**config.mk**
```make
export PLATFORM = sky130hd
export DESIGN_NAME = alu_req_ctrl_flat
export DESIGN_NICKNAME = d
export VERILOG_FILES = /design/src/rtl/alu_req_ctrl_pkg.sv /design/src/rtl/alu_if.sv /design/src/rtl/alu_req_ctrl.sv /design/src/flat_wrapper.sv
export SDC_FILE = /design/constraint.sdc
export NUM_CORES = 1
export LEC_CHECK = 0
export ABC_AREA = 1
export CORE_ASPECT_RATIO = 0.8
export CORE_MARGIN = 4
export CORE_UTILIZATION = 38
export DETAILED_ROUTE_END_ITERATION = 16
export GPL_TIMING_DRIVEN = 0
export PLACE_DENSITY = 0.86
export RECOVER_POWER = 100
export SYNTH_ARGS = -nofsm -noshare
export SYNTH_HDL_FRONTEND = slang
export SYNTH_SLANG_ARGS = --single-unit
```
**constraint.sdc**
```tcl
create_clock -name clk -period 1.5 [get_ports clk]
set_clock_uncertainty 0.1 [all_clocks]
set_input_delay 0.15 -clock clk [delete_from_list [all_inputs] [get_ports clk]]
set_output_delay 0.15 -clock clk [all_outputs]
set_load 0.05 [all_outputs]
```
**src/rtl/alu_req_ctrl_pkg.sv**
```systemverilog
// Shared RISC-V execute-stage definitions.
// Contents: datapath width, ALU opcode enum, requester FSM state enum and
// the default response timeout for alu_req_ctrl.
package _pkg_riscv_defines;

    localparam int unsigned DATA_WIDTH              = 32;
    localparam int unsigned ALU_REQ_TIMEOUT_DEFAULT = 64;

    typedef enum logic [3:0] {
        ALU_ADD = 4'd0,
        ALU_SUB = 4'd1,
        ALU_AND = 4'd2,
        ALU_OR  = 4'd3,
        ALU_XOR = 4'd4,
        ALU_SLL = 4'd5,
        ALU_SRL = 4'd6,
        ALU_SRA = 4'd7
    } alu_op_t;

    typedef enum logic [2:0] {
        IDLE  = 3'd0,
        REQ   = 3'd1,
        WAIT  = 3'd2,
        DONE  = 3'd3,
        DRAIN = 3'd4
    } alu_req_state_t;

endpackage

```
**src/rtl/alu_if.sv**
```systemverilog
// Request/response link between the execute-stage requester and the ALU.
// master: drives operand1/operand2/alu_op/req_valid; samples result/resp_valid
//         and the ALU-owned resp_ready.
// slave : the ALU side, mirror image of master.
interface alu_if;
    import _pkg_riscv_defines::*;

    logic [DATA_WIDTH-1:0] operand1;
    logic [DATA_WIDTH-1:0] operand2;
    alu_op_t               alu_op;
    logic                  req_valid;
    logic [DATA_WIDTH-1:0] result;
    logic                  resp_valid;
    logic                  resp_ready;

    modport master (
        output operand1, operand2, alu_op, req_valid,
        input  result, resp_valid, resp_ready
    );

    modport slave (
        input  operand1, operand2, alu_op, req_valid,
        output result, resp_valid, resp_ready
    );

endinterface

```
**src/rtl/alu_req_ctrl.sv**
```systemverilog
// Execute-stage requester for alu_if: takes one decoded op via valid/ready,
// presents it to the ALU, waits for the one-cycle response pulse and holds
// the captured result for writeback. One op in flight; flush abandons the
// current op; a stalled ALU raises a sticky timeout_err.
// Ports:
//   clk, rst_n                         clock / async active-low reset
//   in_valid/in_ready/in_op/in_src1/in_src2/in_rd   decode-side handshake
//   alu_if (master)                    request/response link to the ALU
//   flush                              abandon the current op
//   out_valid/out_ready/out_result/out_rd           writeback handshake
//   busy                               any state other than IDLE
//   timeout_err                        sticky response timeout flag
module alu_req_ctrl
    import _pkg_riscv_defines::*;
#(
    parameter int unsigned DATA_WIDTH     = _pkg_riscv_defines::DATA_WIDTH,
    parameter int unsigned TIMEOUT_CYCLES = ALU_REQ_TIMEOUT_DEFAULT
) (
    input  logic                  clk,
    input  logic                  rst_n,
    input  logic                  in_valid,
    output logic                  in_ready,
    input  alu_op_t               in_op,
    input  logic [DATA_WIDTH-1:0] in_src1,
    input  logic [DATA_WIDTH-1:0] in_src2,
    input  logic [4:0]            in_rd,
    alu_if.master                 alu_if,
    input  logic                  flush,
    output logic                  out_valid,
    input  logic                  out_ready,
    output logic [DATA_WIDTH-1:0] out_result,
    output logic [4:0]            out_rd,
    output logic                  busy,
    output logic                  timeout_err
);

    localparam int unsigned TW = $clog2(TIMEOUT_CYCLES) + 1;

    alu_req_state_t        state_q,       state_d;
    alu_op_t               op_q,          op_d;
    logic [DATA_WIDTH-1:0] src1_q,        src1_d;
    logic [DATA_WIDTH-1:0] src2_q,        src2_d;
    logic [4:0]            rd_q,          rd_d;
    logic [DATA_WIDTH-1:0] result_q,      result_d;
    logic [4:0]            out_rd_q,      out_rd_d;
    logic                  req_valid_q,   req_valid_d;
    logic                  out_valid_q,   out_valid_d;
    logic                  timeout_err_q, timeout_err_d;
    logic [TW-1:0]         timer_q,       timer_d;

    logic accept;
    logic req_fire;

    assign in_ready = !flush && ((state_q == IDLE) || ((state_q == DONE) && out_ready));
    assign accept   = in_valid && in_ready;
    assign req_fire = req_valid_q && alu_if.resp_ready;

    always_comb begin
        state_d       = state_q;
        op_d          = op_q;
        src1_d        = src1_q;
        src2_d        = src2_q;
        rd_d          = rd_q;
        result_d      = result_q;
        out_rd_d      = out_rd_q;
        req_valid_d   = req_valid_q;
        out_valid_d   = out_valid_q;
        timeout_err_d = timeout_err_q;
        timer_d       = timer_q;

        // accept is only possible in IDLE or DONE, never while an op is live
        if (accept) begin
            op_d   = in_op;
            src1_d = in_src1;
            src2_d = in_src2;
            rd_d   = in_rd;
        end

        case (state_q)
            IDLE: begin
                if (accept) begin
                    req_valid_d = 1'b1;
                    state_d     = REQ;
                end
            end
            REQ: begin
                if (flush) begin
                    // the ALU took the op this cycle, so its pulse is still owed
                    req_valid_d = 1'b0;
                    state_d     = req_fire ? DRAIN : IDLE;
                end else if (req_fire) begin
                    req_valid_d = 1'b0;
                    timer_d     = '0;
                    state_d     = WAIT;
                end
            end
            WAIT: begin
                if (flush) begin
                    // a pulse arriving together with flush is discarded here;
                    // draining for it afterwards would never terminate
                    state_d = alu_if.resp_valid ? IDLE : DRAIN;
                end else if (alu_if.resp_valid) begin
                    result_d    = alu_if.result;
                    out_rd_d    = rd_q;
                    out_valid_d = 1'b1;
                    state_d     = DONE;
                end else if (timer_q == TW'(TIMEOUT_CYCLES - 1)) begin
                    timeout_err_d = 1'b1;
                    state_d       = DRAIN;
                end else if (timer_q != '1) begin
                    timer_d = timer_q + TW'(1);
                end
            end
            DONE: begin
                if (flush) begin
                    out_valid_d = 1'b0;
                    state_d     = IDLE;
                end else if (out_ready) begin
                    out_valid_d = 1'b0;
                    if (accept) begin
                        req_valid_d = 1'b1;
                        state_d     = REQ;
                    end else begin
                        state_d = IDLE;
                    end
                end
            end
            DRAIN: begin
                // an owed pulse must be consumed even under flush
                if (alu_if.resp_valid) begin
                    state_d = IDLE;
                end
            end
            default: begin
                state_d = IDLE;
            end
        endcase
    end

    always_ff @(posedge clk or negedge rst_n) begin
        if (!rst_n) begin
            state_q       <= IDLE;
            op_q          <= ALU_ADD;
            src1_q        <= '0;
            src2_q        <= '0;
            rd_q          <= '0;
            result_q      <= '0;
            out_rd_q      <= '0;
            req_valid_q   <= 1'b0;
            out_valid_q   <= 1'b0;
            timeout_err_q <= 1'b0;
            timer_q       <= '0;
        end else begin
            state_q       <= state_d;
            op_q          <= op_d;
            src1_q        <= src1_d;
            src2_q        <= src2_d;
            rd_q          <= rd_d;
            result_q      <= result_d;
            out_rd_q      <= out_rd_d;
            req_valid_q   <= req_valid_d;
            out_valid_q   <= out_valid_d;
            timeout_err_q <= timeout_err_d;
            timer_q       <= timer_d;
        end
    end

    assign alu_if.operand1  = src1_q;
    assign alu_if.operand2  = src2_q;
    assign alu_if.alu_op    = op_q;
    assign alu_if.req_valid = req_valid_q;

    assign out_valid   = out_valid_q;
    assign out_result  = result_q;
    assign out_rd      = out_rd_q;
    assign busy        = (state_q != IDLE);
    assign timeout_err = timeout_err_q;

endmodule

```
**src/flat_wrapper.sv**
```systemverilog
// flat-port wrapper written by rule: the top's interface ports become plain ports
module alu_req_ctrl_flat import _pkg_riscv_defines::*;
#(
    parameter int unsigned DATA_WIDTH     = _pkg_riscv_defines::DATA_WIDTH,
    parameter int unsigned TIMEOUT_CYCLES = ALU_REQ_TIMEOUT_DEFAULT
)
  (clk, rst_n, in_valid, in_ready, in_op, in_src1, in_src2, in_rd, flush, out_valid, out_ready, out_result, out_rd, busy, timeout_err, alu_if_operand1, alu_if_operand2, alu_if_alu_op, alu_if_req_valid, alu_if_result, alu_if_resp_valid, alu_if_resp_ready);
  alu_if alu_if_i ();
  input  logic clk;
  input  logic rst_n;
  input  logic in_valid;
  output logic in_ready;
  input  alu_op_t in_op;
  input  logic [DATA_WIDTH-1:0] in_src1;
  input  logic [DATA_WIDTH-1:0] in_src2;
  input  logic [4:0] in_rd;
  input  logic flush;
  output logic out_valid;
  input  logic out_ready;
  output logic [DATA_WIDTH-1:0] out_result;
  output logic [4:0] out_rd;
  output logic busy;
  output logic timeout_err;
  output wire logic [$bits(alu_if_i.operand1)-1:0] alu_if_operand1;
  output wire logic [$bits(alu_if_i.operand2)-1:0] alu_if_operand2;
  output wire logic [$bits(alu_if_i.alu_op)-1:0] alu_if_alu_op;
  output wire logic [$bits(alu_if_i.req_valid)-1:0] alu_if_req_valid;
  input wire logic [$bits(alu_if_i.result)-1:0] alu_if_result;
  input wire logic [$bits(alu_if_i.resp_valid)-1:0] alu_if_resp_valid;
  input wire logic [$bits(alu_if_i.resp_ready)-1:0] alu_if_resp_ready;
  assign alu_if_operand1 = alu_if_i.operand1;
  assign alu_if_operand2 = alu_if_i.operand2;
  assign alu_if_alu_op = alu_if_i.alu_op;
  assign alu_if_req_valid = alu_if_i.req_valid;
  assign alu_if_i.result = alu_if_result;
  assign alu_if_i.resp_valid = alu_if_resp_valid;
  assign alu_if_i.resp_ready = alu_if_resp_ready;
  alu_req_ctrl #(.DATA_WIDTH(DATA_WIDTH), .TIMEOUT_CYCLES(TIMEOUT_CYCLES)) u_core (.clk(clk), .rst_n(rst_n), .in_valid(in_valid), .in_ready(in_ready), .in_op(in_op), .in_src1(in_src1), .in_src2(in_src2), .in_rd(in_rd), .alu_if(alu_if_i), .flush(flush), .out_valid(out_valid), .out_ready(out_ready), .out_result(out_result), .out_rd(out_rd), .busy(busy), .timeout_err(timeout_err));
endmodule
```
==> summary.md, run 1 <==
| Metric | Value |
|---|---|
| Clk sinks | between 100 and 150 |
| Core footprint | 13100 um^2 |
| Std-Cell Rows | 37 |
| Slew headroom | around 44% |
| Share of post-route cells with drive strength above 1 | 23.9% |
| Hold crit path type | in -> reg |
| F_max | 570 MHz |
| DRT iter0 DRCs | 234 |
| Ys flop type | dfrtp_1 |
| Synthesized area | 5160 um^2 |
| Post-synthesis net count | 717 |
| H-tree depth reported by CTS | 4 |
| Area of the multi-input gates | between 1500 and 2000 um^2 |
| Gpl congestion | 0.854 |
| Peak VDD IR | 1.38 mV |
| Initial Utilization | 39.5% |
| 1st-pass router iterations | 8 |
| RSZ-0062 raised after global routing | true |
| Die span in y | 112 um |
| Setup crit start kind | flip-flop |
| Most frequent cell after synthesis | nand2_1 |
| Setup_tns | -16.58 ns |
| Logic gate share of total power | 52.2% |
| Seq. cell area | 3080 um^2 |
| Seq pwr share | 27.0% |
| Cell Pwr Density | 2400 nW/um^2 |
| Status | finished, violations left |
| Reg2reg setup slack | -0.23 ns |
| Post-synthesis cell count | 604 |
| Worst-path clk slew | about 0.060 ns |
| Synth area leaders | dfrtp_1 60%, nand2_1 22%, nand3_1 8.3%, inv_1 1.5%, buf_6 1.3% |
| Post-DRT Antenna Nets | 0 |
| Top cell type's share of synthesized area | approximately three fifths |
| R2R cell count | 9 |
| Final WS setup | -0.255 ns |
| Placement Setup Slack | -0.883 ns |
| Sw Share | between 40% and 50% |
| Arr. time, crit path | 1.50 ns |
| CTS tree | done |
| P_leak | 4.32 nW |
| Worst Tran Pin Value | ~0.83 ns |
| Distinct cells, synth | 26 |
| Fin Hold WS | 0.177 ns |
| Final worst-path cycle share | 117% |
| Crit path time final | 1.75 ns |
| Via count | 5102 |
| First-pass GRT wire length | 26300 um |
| Net switching power | around 0.0099 W |
| DRC Markers | 0 |
| Critical path type | reg -> out |
| Post-synth EDFFs | 0 |
| Largest net degree at the start of global routing | 66 |
| Hpwl dp | between 10000 and 15000 um |
| Initial antenna violation count | 0 |
| Reg-to-reg endpoint | u_core.alu_if.operand1[24] |
| Max-slew violations | 0 |
| Critical path endpoint | in_ready |
| Clk Latency, worst-skew pair | ~0.4 ns |
| Fillcell total | 1004 |
| Synth warn | 0 |
| Final setup viols | 114 |
| Max-cap violations | 0 |
| Die Area | 15500 um^2 |
| IO Pins | 222 |
| Routed wire per std cell | 15.6 um |
| Total routed wirelength | around 16000 um |
| Clock share of power | 20.8% |
| Synth cell count leaders | 304 x nand2_1, 123 x dfrtp_1, 86 x nand3_1, 20 x inv_1, 14 x nor2_1 |
| GR Util All Layers | 21.2% |
| Ys async rst share | 100% |
| Largest area contributor in the netlist | dfrtp_1 |
| FF-to-FF Start | u_core.state_q[0] |
| Number of I/O port buffers | 221 |
| Root buf cell | clkbuf_16 |
| Flops & latches, synth | approximately 120 |
| CP Capture Type | output pin |
| Net count, final | about 980 |
| Worst setup path start | u_core.state_q[0] |
| Req. time, crit path | 1.25 ns |
| Ant diodes | 0 |
| Clock tree buffer depth | 2 |
| Die width | around 140 um |
| Vias in the first global route | 5211 |
| Layout area overhead | 68.9% |
| Failing checks | negative setup slack |
| Syn_area_per_cell | 8.54 um^2 |
| Internal | approximately 0.011 W |
| Gr ovfl total | 0 |
| Number of buffers created by CTS | 17 |
| Crit-path max FO | 4 |
| Final hold violation count | 0 |
| Vias/cell | 4.85 |
| Register area share after synthesis | around three fifths |
## state kept, by name, summed over array words and instances, names as in the netlist
register                 flops
u_core.alu_if.operand2      32
u_core.alu_if.alu_op         4
u_core.timeout_err           1
u_core.out_valid             1
u_core.alu_if.req_valid      1
u_core.out_result           32
u_core.rd_q                  5
u_core.timer_q               7
u_core.out_rd                5
u_core.state_q               3
u_core.alu_if.operand1      32
## logic make-up (layout without fill, tap and decap cells)
kind of cell,after synthesis,in the layout,share of synthesized area [%]
AO/OA/AOI/OAI,11,11,1.33
XOR/XNOR,2,2,0.340
adder cells (fa/ha/maj),1,1,0.243
buffers and inverters,53,327,5.53
flip-flops,123,123,59.7
AND/OR/NAND/NOR,414,414,32.9
## how the worst min path moves through the flow
| stage | start | cells past startpoint | end | slack (ns) |
|---|---|---|---|---|
| global placement | u_core.rd_q[2] | 2 | u_core.out_rd[2] | 0.35 |
| CTS | alu_if_result[27] | 3 | u_core.out_result[27] | 0.17 |
| floorplan | rst_n | 0 | u_core.alu_if.alu_op[0] | -0.25 |
| global route | alu_if_result[31] | 3 | u_core.out_result[31] | 0.18 |
| detailed placement | rst_n | 1 | u_core.alu_if.operand2[31] | 0.06 |
| finish | alu_if_result[31] | 3 | u_core.out_result[31] | 0.18 |
## per-stage QoR
stage          power (W)  instances  cell area, um^2  util (%)
5_1_grt           0.0219       1053             8710      66.7
2_1_floorplan     0.0125        604             5170         -
3_3_place_gp      0.0163       1000             7610      58.3
4_1_cts           0.0210       1049             8660      66.3
3_5_place_dp      0.0165       1001             7630      58.5
6_report          0.0209       1053             8710      66.7
## cell type report
type                    instances  share of cell area, %
inverters                      20                  0.891
clock inverters                13                   2.21
flip-flops and latches        123                   35.4
multi-input cells             428                   21.2
well taps                     175                   2.51
repair buffers                242                   29.0
clock buffers                  19                   5.08
plain buffers                  33                   3.79
## power by group through the flow
stage | clock network [W] | registers [W] | logic [W]
final | 0.00435 | 0.00564 | 0.0109
after global placement | 0 | 0.00561 | 0.0107
after CTS | 0.00443 | 0.00564 | 0.0109
after floorplan | 0 | 0.0103 | 0.00221
after detailed placement | 0 | 0.00566 | 0.0109
after global routing | 0.00461 | 0.00581 | 0.0115
## routing by layer
| layer | GRT usage (%) | share of wire (%) |
|---|---|---|
| met1 | 25.8 | 41 |
| met4 | 5.92 | 1.5 |
| met3 | 8.48 | 9.5 |
| met2 | 35.2 | 48 |
| met5 | 0 | 0 |
## timing repair
item | 4_1_cts | 5_1_grt
hold buffers | 1 | 0
endpoints found under the hold margin | 58 | 0
endpoints found under the setup margin | 229 | 125
gates resized for setup | 382 | 16
buffers inserted | 15 | 3
gates cloned | 0 | 1
pin swaps | 3 | 1
## critical path, cell delays in order (launching register included)
cell and delay, ns:
dfrtp_2 0.44, nor2_4 0.15, nand2_4 0.07, a21oi_2 0.17
buf_6 0.14, buf_8 0.14
## cell usage in the layout (no fill, tap or decap), types with 2 or more instances in the layout
cell type / Yosys / final
buf_12: 0 / 2
nand2_4: 0 / 3
bufinv_16: 0 / 4
o21ai_0: 5 / 4
inv_2: 0 / 3
clkinvlp_4: 0 / 2
clkbuf_16: 0 / 17
dfrtp_1: 123 / 120
buf_6: 6 / 19
clkinv_4: 0 / 5
dfrtp_2: 0 / 3
clkdlybuf4s15_2: 0 / 107
inv_1: 20 / 16
clkdlybuf4s50_1: 0 / 110
clkbuf_1: 9 / 6
nor2_1: 14 / 13
clkbuf_2: 0 / 3
buf_8: 0 / 6
buf_4: 8 / 19
nand4_1: 5 / 5
nor2_4: 1 / 3
nand2_2: 1 / 4
nand3_1: 86 / 85
nand2_1: 304 / 298
Note: power is estimated with default switching activity, not from simulation.
==> run 2: changes to the inputs <==
Settings changed: GPL_TIMING_DRIVEN 0 to default.
==> run 2 against run 1 <==
The flow still finishes with violations (negative setup slack); worst setup slack got worse by 0.077 ns; sequential power increased by 3%; total power increased by 3.6%; register-to-register slack got worse by 0.10 ns; global-route usage increased by 1.4 points; first-iteration DRC count increased by 53%; sequential share of layout area decreased by 0.87 points; final area increased by 2.5%; critical path type is now reg -> reg; highest routed layer unchanged.
==> summary.md, run 2 (synthesized netlist as in run 1, its figures left out) <==
| Metric | Value |
|---|---|
| Sw Share | 49.2% (+2.0 points) |
| Clk Latency, worst-skew pair | 0.40 ns (about the same) |
| CP peak stage delay | 0.43 ns (about the same) |
| Crit path time final | 1.83 ns (+0.0771 ns) |
| Root buf cell | clkbuf_16 |
| Worst-path cell chain | inv_2 -> nand4_1 -> a21oi_4 -> buf_6 -> nand2_8 -> buf_12 -> buf_16 -> nand2_2 -> nand2_1 |
| Number of buffers created by CTS | 17 (unchanged) |
| Logic gate share of total power | 52.6% (+0.4 points) |
| Commonest non-fill, non-tap cell in the layout | nand2_1 |
| 1st-pass router iterations | 5 (-3) |
| Failing checks | negative setup slack |
| Initial Utilization | 39.5% (unchanged) |
| Via count | 5406 (+6.0%) |
| Arr. time, crit path | 2.02 ns (+0.52 ns) |
| F_max | 546 MHz (-4.2%) |
| Hpwl dp | 11700 um (about the same) |
| Ant diodes | 0 (unchanged) |
| Slew headroom | 56.5% (+12 points) |
| Crit-path max FO | 7 (+3) |
| CTS tree | done |
| Clock tree buffer depth | 2 (unchanged) |
| Status | finished, violations left |
| Layout area overhead | 73.1% |
| Slowest cell on crit path | dfrtp_1 |
| Gpl congestion | 0.866 (+1.4%) |
| Final hold violation count | 0 (unchanged) |
| Fillcell total | 969 (-3.5%) |
| Hold crit path type | in -> reg |
| DRT iter0 DRCs | 359 (+53%) |
| Die Area | 15500 um^2 (unchanged) |
| DRC Markers | 0 (unchanged) |
| Cell Pwr Density | 2430 nW/um^2 (+1.1%) |
| Die width | 138 um (unchanged) |
| Vias/cell | 5.02 (+3.7%) |
| Internal | 0.0110 W (-0.30%) |
| Net switching power | 0.0107 W (+8.0%) |
| Routed wire per std cell | 18.8 um (+21%) |
| Largest net degree at the start of global routing | 54 (-18%) |
| IO Pins | 222 (unchanged) |
| Seq pwr share | 26.7% (-0.3 points) |
| Clock share of power | 20.7% (about the same) |
| Std-Cell Rows | 37 (unchanged) |
| Number of I/O port buffers | 221 (unchanged) |
| Pwr Total | 0.0217 W (+3.6%) |
| Die span in y | 112 um (unchanged) |
| Req. time, crit path | 1.69 ns (+0.44 ns) |
| CP Capture Type | flip-flop |
| Initial antenna violation count | 0 (unchanged) |
| Peak VDD IR | 1.55 mV (+12%) |
| Net count, final | 1001 (+2.4%) |
| H-tree depth reported by CTS | 4 (unchanged) |
| Final WS setup | -0.332 ns (-0.0771 ns) |
| Max-slew violations | 0 (unchanged) |
| First-pass GRT wire length | 28000 um (+6.6%) |
| Placement Setup Slack | -0.330 ns (+0.553 ns) |
| Worst Tran Pin Value | 0.652 ns (-0.181 ns) |
| Critical path type | reg -> reg |
| Core footprint | 13100 um^2 (unchanged) |
| Clk sinks | 123 (unchanged) |
| P_leak | 4.64 nW (+7.2%) |
| RSZ-0062 raised after global routing | true |
| Vias in the first global route | 5338 (+2.4%) |
| Setup crit start kind | flip-flop |
| Share of post-route cells with drive strength above 1 | 34.5% (+11 points) |
| Final worst-path cycle share | 122% (+5.1 points) |
| Commonest cells after routing, fill and taps aside | 266 x nand2_1, 121 x dfrtp_1, 111 x clkbuf_2 |
| Max-cap violations | 0 (unchanged) |
| Total routed wirelength | 20300 um (+23%) |
| Final setup viols | 123 (+7.9%) |
| Post-DRT Antenna Nets | 0 (unchanged) |
| Gr ovfl total | 0 (unchanged) |
| Setup_tns | -25.46 ns (-8.88 ns) |
| GR Util All Layers | 22.6% (+1.4 points) |
| Worst-path clk slew | 0.06 ns (about the same) |
-- run 2: cell count changes in the layout (fill, tap and decap cells not counted), sizes merged, moves of 2 or more --
cell,change
clkdlybuf4s15,-107
inv,+2
buf,+16
clkbuf,+113
clkinv,-2
-- run 2: what timing repair did --
| item | in CTS | in global routing |
|---|---|---|
| cloned | 5 | 11 |
| hold buffers | 2 | 0 |
| resized for setup | 27 | 105 |
| endpoints found under the hold margin | 125 | 0 |
| endpoints found under the setup margin | 121 | 124 |
| buffers inserted | 12 | 7 |
| pin swaps | 2 | 44 |
-- run 2: cell type report --
class	count	area [um^2]	area share [%]
well taps	175	219	2.45
flip-flops and latches	123	3080	34.5
clock inverters	12	185	2.07
multi-input cells	429	2220	24.8
repair buffers	297	2680	30.0
clock buffers	20	467	5.23
inverters	20	80.1	0.897
-- run 2: power by group through the flow --
stage	combinational, W	clock, W	sequential [W]
2_1_floorplan	0.00221	0	0.0103
3_3_place_gp	0.0121	0	0.00602
3_5_place_dp	0.0123	0	0.00606
4_1_cts	0.0127	0.00454	0.00605
5_1_grt	0.0120	0.00471	0.00595
6_report	0.0114	0.00448	0.00579
-- run 2: worst paths after layout --
path / slack (ns) / cells after the start / endpoint / startpoint
min in group asynchronous: 0.23 / 2 / u_core.out_result[27] / rst_n
setup / recovery: -0.33 / 9 / u_core.alu_if.operand2[6] / u_core.state_q[2]
hold / removal: 0.18 / 3 / u_core.out_result[27] / alu_if_result[27]
hold reg to reg: 0.37 / 2 / u_core.out_rd[1] / u_core.rd_q[1]
setup reg to reg: -0.33 / 9 / u_core.alu_if.operand2[6] / u_core.state_q[2]
max in group asynchronous: 0.12 / 3 / u_core.alu_if.operand2[0] / rst_n
-- run 2: worst max-delay path: cells and delay by family, from the launching register on --
kind | cells | cell delay [ns]
AOI/OAI and AO/OA | 1 | 0.23
buffers and inverters | 4 | 0.56
and+or+nand+nor | 4 | 0.38
DFF | 1 | 0.43
-- run 2: metrics by stage --
step	instance area [um^2]	instances	hold slack, ns	util [%]
after floorplan	5170	604	-0.246	-
final	8930	1076	0.177	68.4
after global placement	8190	1007	-0.00393	62.8
after global routing	8930	1076	0.186	68.4
after CTS	9230	1058	0.0980	70.7
after detailed placement	8190	1007	-0.0103	62.8
-- run 2: per-layer routing --
metal / share of wire [%] / up-vias / wire [um] / GRT usage [%]
met1: 38 / 2596 / 7790 / 26.9
met4: 2.4 / 0 / 483 / 6.32
li1: - / 2489 / - / -
met2: 50 / 274 / 10100 / 37.7
met3: 9.2 / 47 / 1860 / 9.67
met5: 0 / - / 0 / 0
